--- src/rtl/pipe_hazard_ctrl.sv ---
// pipe_hazard_ctrl: hazard and sequencing controller for the 5-stage pipeline.
//
// Purpose:
//   - EX-stage operand forwarding selects (MEM result has priority over WB).
//   - Load-use detection: one bubble into ID/EX, with PC and IF/ID held.
//   - Taken-branch flush of IF/ID and ID/EX.
//   - RUN / MEM_WAIT FSM that freezes the pipeline while data memory is busy,
//     with an optional timeout that raises a sticky error.
//   - Saturating counters of stall cycles and branch-flush cycles.
//
// Ports:
//   clk, rst                    clock, asynchronous active-high reset
//   rs1_de, rs2_de              decode-stage source registers
//   rs1_ex, rs2_ex              EX-stage source registers
//   RD_ex, RUWr_ex,
//   RUDataWrSrc_ex              EX-stage destination, write enable, writeback source
//   RD_me, RUWr_me              MEM-stage destination and write enable
//   RD_wb, RUWr_wb              WB-stage destination and write enable
//   BrTaken_ex                  branch/jump in EX resolved taken
//   dm_req_me, dm_ready         data memory request from MEM / memory completes
//   StallF..StallM              hold PC, IF/ID, ID/EX, EX/MEM
//   ClrD, Clr1, Clr2            IF/ID flush, load-use bubble, branch flush of ID/EX
//   FwdA_ex, FwdB_ex            00 regfile, 01 WB value, 10 MEM value
//   stall_cnt, flush_cnt        saturating performance counters
//   mem_err                     sticky memory-wait timeout flag
module pipe_hazard_ctrl #(
   parameter int unsigned CNT_W       = 16,
   parameter int unsigned MEM_TIMEOUT = 15
) (
   input  logic             clk,
   input  logic             rst,
   input  logic [4:0]       rs1_de,
   input  logic [4:0]       rs2_de,
   input  logic [4:0]       rs1_ex,
   input  logic [4:0]       rs2_ex,
   input  logic [4:0]       RD_ex,
   input  logic             RUWr_ex,
   input  logic [1:0]       RUDataWrSrc_ex,
   input  logic [4:0]       RD_me,
   input  logic             RUWr_me,
   input  logic [4:0]       RD_wb,
   input  logic             RUWr_wb,
   input  logic             BrTaken_ex,
   input  logic             dm_req_me,
   input  logic             dm_ready,
   output logic             StallF,
   output logic             StallD,
   output logic             StallE,
   output logic             StallM,
   output logic             ClrD,
   output logic             Clr1,
   output logic             Clr2,
   output logic [1:0]       FwdA_ex,
   output logic [1:0]       FwdB_ex,
   output logic [CNT_W-1:0] stall_cnt,
   output logic [CNT_W-1:0] flush_cnt,
   output logic             mem_err
);

   localparam int unsigned WAIT_W = (MEM_TIMEOUT < 2) ? 1 : $clog2(MEM_TIMEOUT + 1);

   localparam logic [0:0] ST_RUN      = 1'b0;
   localparam logic [0:0] ST_MEM_WAIT = 1'b1;

   logic [0:0]        state_q, state_d;
   logic [WAIT_W-1:0] wait_cnt_q, wait_cnt_d;
   logic [CNT_W-1:0]  stall_cnt_q, stall_cnt_d;
   logic [CNT_W-1:0]  flush_cnt_q, flush_cnt_d;
   logic              mem_err_q, mem_err_d;
   logic              load_use;

   always_comb begin
      StallF      = 1'b0;
      StallD      = 1'b0;
      StallE      = 1'b0;
      StallM      = 1'b0;
      ClrD        = 1'b0;
      Clr1        = 1'b0;
      Clr2        = 1'b0;
      state_d     = state_q;
      wait_cnt_d  = wait_cnt_q;
      mem_err_d   = mem_err_q;

      if (RUWr_me && RD_me != 5'd0 && RD_me == rs1_ex)      FwdA_ex = 2'b10;
      else if (RUWr_wb && RD_wb != 5'd0 && RD_wb == rs1_ex) FwdA_ex = 2'b01;
      else                                                   FwdA_ex = 2'b00;

      if (RUWr_me && RD_me != 5'd0 && RD_me == rs2_ex)      FwdB_ex = 2'b10;
      else if (RUWr_wb && RD_wb != 5'd0 && RD_wb == rs2_ex) FwdB_ex = 2'b01;
      else                                                   FwdB_ex = 2'b00;

      load_use = RUWr_ex && (RUDataWrSrc_ex == 2'b01) && (RD_ex != 5'd0) &&
                 ((RD_ex == rs1_de) || (RD_ex == rs2_de));

      case (state_q)
         ST_RUN: begin
            if (dm_req_me && !dm_ready) begin
               {StallF, StallD, StallE, StallM} = 4'b1111;
               state_d    = ST_MEM_WAIT;
               wait_cnt_d = WAIT_W'(1);
            end else if (BrTaken_ex) begin
               // Decode holds a wrong-path instruction, so the flush beats load-use.
               ClrD = 1'b1;
               Clr2 = 1'b1;
            end else if (load_use) begin
               StallF = 1'b1;
               StallD = 1'b1;
               Clr1   = 1'b1;
            end
         end
         ST_MEM_WAIT: begin
            if (dm_ready) begin
               // Release cycle: the frozen instructions see normal RUN rules now.
               state_d    = ST_RUN;
               wait_cnt_d = '0;
               if (BrTaken_ex) begin
                  ClrD = 1'b1;
                  Clr2 = 1'b1;
               end else if (load_use) begin
                  StallF = 1'b1;
                  StallD = 1'b1;
                  Clr1   = 1'b1;
               end
            end else begin
               {StallF, StallD, StallE, StallM} = 4'b1111;
               if (MEM_TIMEOUT != 0 && wait_cnt_q == WAIT_W'(MEM_TIMEOUT)) begin
                  state_d    = ST_RUN;
                  wait_cnt_d = '0;
                  mem_err_d  = 1'b1;
               end else if (wait_cnt_q != '1) begin
                  wait_cnt_d = wait_cnt_q + WAIT_W'(1);
               end
            end
         end
         default: begin
            state_d    = ST_RUN;
            wait_cnt_d = '0;
         end
      endcase

      // Reset forces a bubble into the front of the pipe regardless of state.
      if (rst) begin
         {StallF, StallD, StallE, StallM} = 4'b0000;
         ClrD    = 1'b1;
         Clr1    = 1'b1;
         Clr2    = 1'b0;
         FwdA_ex = 2'b00;
         FwdB_ex = 2'b00;
      end

      stall_cnt_d = (StallF && stall_cnt_q != '1) ? stall_cnt_q + CNT_W'(1) : stall_cnt_q;
      flush_cnt_d = (Clr2 && flush_cnt_q != '1) ? flush_cnt_q + CNT_W'(1) : flush_cnt_q;
   end

   always_ff @(posedge clk or posedge rst) begin
      if (rst) begin
         state_q     <= ST_RUN;
         wait_cnt_q  <= '0;
         stall_cnt_q <= '0;
         flush_cnt_q <= '0;
         mem_err_q   <= 1'b0;
      end else begin
         state_q     <= state_d;
         wait_cnt_q  <= wait_cnt_d;
         stall_cnt_q <= stall_cnt_d;
         flush_cnt_q <= flush_cnt_d;
         mem_err_q   <= mem_err_d;
      end
   end

   assign stall_cnt = stall_cnt_q;
   assign flush_cnt = flush_cnt_q;
   assign mem_err   = mem_err_q;

endmodule

--- config.mk ---
export PLATFORM = sky130hd
export DESIGN_NAME = pipe_hazard_ctrl
export DESIGN_NICKNAME = d
export VERILOG_FILES = /design/src/rtl/pipe_hazard_ctrl.sv
export SDC_FILE = /design/constraint.sdc
export NUM_CORES = 1
export LEC_CHECK = 0
export BUFFER_PORTS_ARGS = -buffer_cell sky130_fd_sc_hd__clkbuf_2
export CAP_MARGIN = 20
export CORE_MARGIN = 2
export CORE_UTILIZATION = 45
export CTS_BUF_LIST = sky130_fd_sc_hd__clkbuf_4 sky130_fd_sc_hd__clkbuf_8
export DETAILED_ROUTE_END_ITERATION = 10
export MAX_ROUTING_LAYER = met4
export PLACE_DENSITY_LB_ADDON = 0.2
export SLEW_MARGIN = 5
export SYNTH_ARGS = -nofsm -noshare
export SYNTH_HDL_FRONTEND = slang
export SYNTH_SLANG_ARGS = --single-unit
export TNS_END_PERCENT = 1
--- constraint.sdc ---
create_clock -name clk -period 3.7 [get_ports clk]
set_clock_uncertainty 0.15 [all_clocks]
set_input_delay 0.74 -clock clk [delete_from_list [all_inputs] [get_ports clk]]
set_output_delay 0.74 -clock clk [all_outputs]
set_load 0.01 [all_outputs]
==> results.rst <==
.. list-table::
   :header-rows: 1

   * - Metric
     - Value
   * - Run status
     - complete, no violations
   * - Unrepaired setup endpoints after global routing
     - false
   * - Effective utilization at floorplan
     - between 40% and 50%
   * - Number of hold-slack violations in the final timing report
     - 0
   * - Switching Share
     - 31.5%
   * - Power share of the clock group
     - 29.5%
   * - Max IR drop VDD
     - 256 uV
   * - Residual DRC count
     - 0
   * - CTS root buffer
     - sky130_fd_sc_hd__clkbuf_8
   * - Overall die width
     - ~76 microns
   * - Fmax achieved
     - 311 MHz
   * - Setup tns final
     - 0 ns
   * - HP Class
     - reg -> reg
   * - Critical path launch point type
     - primary input
   * - Synthesis-to-finish area growth
     - 27.2%
   * - Mapped Avg Cell Area
     - roughly 10 sq um
   * - Area share of the leading cell type in the synthesized netlist
     - 41.1%
   * - CTS Sinks
     - 38
   * - Die area
     - 5730 sq um
   * - Dominant cell type by area after synthesis
     - sky130_fd_sc_hd__dfrtp_1
   * - Initial DRC Count
     - 93
   * - Largest cells by area after synthesis
     - sky130_fd_sc_hd__dfrtp_1 41%, sky130_fd_sc_hd__xnor2_1 13%, sky130_fd_sc_hd__xor2_1 11%, sky130_fd_sc_hd__nand2_1 3.7%, sky130_fd_sc_hd__nand3_1 3.2%
   * - Antenna cells
     - 0
   * - Count of input and output buffers
     - between 80 and 90
   * - Transition time of the tightest slew-check pin
     - about 0.52 ns
   * - Final setup violating endpoints
     - 0
   * - Cell Area, Synth
     - approximately 2300 sq um
   * - Final Slew Violations
     - 0
   * - Post-route fraction of the period consumed by the critical path
     - slightly below 90%
   * - Critical path data required time
     - between 2 and 3 ns
   * - Initial DRT Pass Iterations
     - 4
   * - Maximum Capacitance Violations
     - 0
   * - Post-synthesis cell count
     - 237
   * - Number of nets in the synthesized netlist
     - 285
   * - Number of H-tree levels
     - 2
   * - Pre-CTS worst setup slack
     - roughly 0.45 ns
   * - Area of the core
     - 5040 sq um
   * - Fill cell total of the finished layout
     - around 450
   * - Post-CTS Setup Inserts
     - 0
   * - CP max FO
     - 4
   * - Number of cell rows
     - 26
   * - Ratio of cells with drive above 1 in the final layout
     - between 30% and 40%
   * - Overall fraction of global-route tracks in use
     - about 20%
   * - Clock transition at the registers of the reported paths
     - 0.07 ns
   * - CP endpoint kind
     - primary output
   * - Relative slew slack
     - 65.0%
   * - Final estimated routing congestion in global placement
     - 0.891
   * - GRT overflow
     - 0
   * - Hold buffers post-CTS
     - 0
   * - Final Critical Period
     - around 3.2 ns
   * - Number of buffers added by the clock tree synthesis step
     - 5
   * - Antenna violations before repair
     - 0
   * - Sum of net half-perimeters after detailed placement
     - 4140 microns
   * - Critical Path AT
     - 2.32 ns
   * - Synth Register Bits
     - 38
   * - Number of placed I/O pins
     - 89
   * - Number of global-route vias before repair
     - roughly 1900
   * - Post-synthesis sequential area ratio
     - between 40% and 50%
   * - Post-cts gate resize count
     - 0
   * - Vias
     - just over 2000
   * - Post-detailed-routing wire length
     - around 5200 microns
   * - Post-layout nets
     - around 380
   * - WL/cell
     - between 10 and 15 microns
   * - Power Dens Cells
     - between 400 and 500 nW/um^2
   * - Maximum number of pins on one net before global-route repair
     - 42
   * - Portion of total power attributed to combinational logic
     - 24.7%
   * - Critical path class
     - in -> out
   * - Wire length of the first global-routing pass
     - roughly 8300 microns
   * - Vert. Die Dim
     - approximately 76 microns
   * - Warnings, synthesis
     - 0
   * - Net switching power figure
     - around 380 uW
   * - Pint
     - 835 uW
   * - Via density
     - 5.10
   * - Smallest setup slack after layout
     - slightly below 0.5 ns
   * - Synth unique cells
     - 39
   * - Clock Path Buffers
     - 2
   * - TritonCTS clock tree
     - done
   * - Number of antenna-violating nets in the routed design
     - 0
   * - Clock network latency to the later pin of the worst-skew pair
     - about 0.29 ns
   * - Reg power frac
     - 45.7%
   * - Static leakage power
     - 0.00144 uW
area by class of cell:
class	instances	area [sq um]	area share [%]
multi-input cells	188	1310	44.6
flip-flops and latches	38	951	32.3
repair buffers	89	448	15.2
well taps	70	87.6	2.98
clock buffers	7	83.8	2.85
clock inverters	1	30.0	1.02
inverters	7	30.0	1.02
stage by stage:
step                utilization [%]  area, sq um  cells  total power [uW]  hold slack, ns
floorplan                         -         2320    237               730           0.342
global placement               56.1         2830    392               861           0.320
detailed placement             56.1         2830    392               871           0.315
CTS                            58.3         2940    400              1230           0.334
global route                   58.3         2940    400              1300           0.346
finish                         58.3         2940    400              1220           0.331
logic make-up (layout without fill, tap and decap cells):
| family | count (synthesis) | after routing | synth area share [%] |
|---|---|---|---|
| AOI/OAI and AO/OA | 20 | 20 | 6.82 |
| DFF | 38 | 38 | 41.1 |
| muxes | 2 | 2 | 0.974 |
| adders and majority gates | 3 | 3 | 1.62 |
| buffers and inverters | 11 | 104 | 2.22 |
| xor gates and xnor gates | 61 | 61 | 23.1 |
| and+or+nand+nor | 102 | 102 | 24.1 |
Yosys cell counts:
cell type / number
sky130_fd_sc_hd__a31oi_1: 1
sky130_fd_sc_hd__nor2b_1: 4
sky130_fd_sc_hd__nand4_1: 6
sky130_fd_sc_hd__dfrtp_1: 38
sky130_fd_sc_hd__ha_1: 3
sky130_fd_sc_hd__xor2_1: 28
sky130_fd_sc_hd__buf_4: 2
sky130_fd_sc_hd__nand3_1: 15
sky130_fd_sc_hd__o21ai_1: 1
sky130_fd_sc_hd__o21ai_2: 1
sky130_fd_sc_hd__and2_1: 1
sky130_fd_sc_hd__o21ai_0: 6
sky130_fd_sc_hd__nor4_2: 1
sky130_fd_sc_hd__o21bai_1: 1
sky130_fd_sc_hd__o211ai_1: 1
sky130_fd_sc_hd__nor3_4: 1
sky130_fd_sc_hd__nor3_1: 11
sky130_fd_sc_hd__nor3_2: 1
sky130_fd_sc_hd__and3_1: 2
sky130_fd_sc_hd__nor4_1: 6
sky130_fd_sc_hd__inv_1: 7
sky130_fd_sc_hd__or3_1: 1
sky130_fd_sc_hd__nor2_1: 19
sky130_fd_sc_hd__a22o_1: 2
sky130_fd_sc_hd__o22ai_1: 1
sky130_fd_sc_hd__a21oi_1: 1
sky130_fd_sc_hd__nand2_1: 23
sky130_fd_sc_hd__a41oi_1: 1
sky130_fd_sc_hd__xnor2_1: 33
sky130_fd_sc_hd__o21ba_2: 1
sky130_fd_sc_hd__buf_2: 2
sky130_fd_sc_hd__and4bb_2: 1
sky130_fd_sc_hd__mux2_2: 1
sky130_fd_sc_hd__and4_1: 4
sky130_fd_sc_hd__a21oi_4: 2
sky130_fd_sc_hd__mux2_1: 1
sky130_fd_sc_hd__o22ai_2: 1
sky130_fd_sc_hd__or4_1: 5
sky130_fd_sc_hd__nor4_4: 1
critical path, cell delays in order:
cell                       delay (ns)
sky130_fd_sc_hd__clkbuf_2        0.11
sky130_fd_sc_hd__or4_1           0.51
sky130_fd_sc_hd__o21ai_0         0.37
sky130_fd_sc_hd__nor3_1          0.12
sky130_fd_sc_hd__nor4_1          0.30
sky130_fd_sc_hd__clkbuf_2        0.18
state kept, by name (all words and copies together), names as in the netlist:
signal / cells
flush_cnt: 16
stall_cnt: 16
wait_cnt_q: 4
mem_err: 1
state_q: 1
layout by cell type, fill, tap and decap left out, types with 2 or more instances in the layout:
master / count
sky130_fd_sc_hd__nand3_1: 15
sky130_fd_sc_hd__nand2_1: 23
sky130_fd_sc_hd__nand4_1: 6
sky130_fd_sc_hd__nor2b_1: 4
sky130_fd_sc_hd__clkbuf_4: 2
sky130_fd_sc_hd__xor2_1: 28
sky130_fd_sc_hd__and3_1: 2
sky130_fd_sc_hd__nor3_1: 11
sky130_fd_sc_hd__a22o_1: 2
sky130_fd_sc_hd__a21oi_4: 2
sky130_fd_sc_hd__inv_1: 6
sky130_fd_sc_hd__xnor2_1: 33
sky130_fd_sc_hd__nor2_1: 19
sky130_fd_sc_hd__o21ai_0: 6
sky130_fd_sc_hd__clkbuf_2: 88
sky130_fd_sc_hd__nor4_1: 6
sky130_fd_sc_hd__ha_1: 3
sky130_fd_sc_hd__dfrtp_1: 38
sky130_fd_sc_hd__clkbuf_8: 5
sky130_fd_sc_hd__or4_1: 5
sky130_fd_sc_hd__and4_1: 4
power by group through the flow:
stage	registers [uW]	logic (uW)	clock network, uW
global route	573	340	384
floorplan	573	157	0
detailed placement	565	306	0
CTS	557	307	367
finish	558	302	360
global placement	562	299	0
per-layer routing:
metal / GRT usage, % / share of wire (%)
met1: 25.0 / 46
met3: 3.84 / 5.2
met4: 6.43 / 1.4
met5: - / 0
met2: 32.5 / 48
final timing paths:
kind                              start  slack [ns]  cells past startpoint             to
setup reg to reg           stall_cnt[0]        1.63                      7  stall_cnt[15]
setup / recovery               RD_me[1]        0.49                      6     FwdA_ex[0]
min in group asynchronous           rst        0.62                      3   flush_cnt[9]
hold reg to reg                 mem_err        0.33                      1        mem_err
hold / removal                  mem_err        0.33                      1        mem_err
max in group asynchronous           rst        2.42                      3  stall_cnt[15]
(Power assumes the default switching activity.)
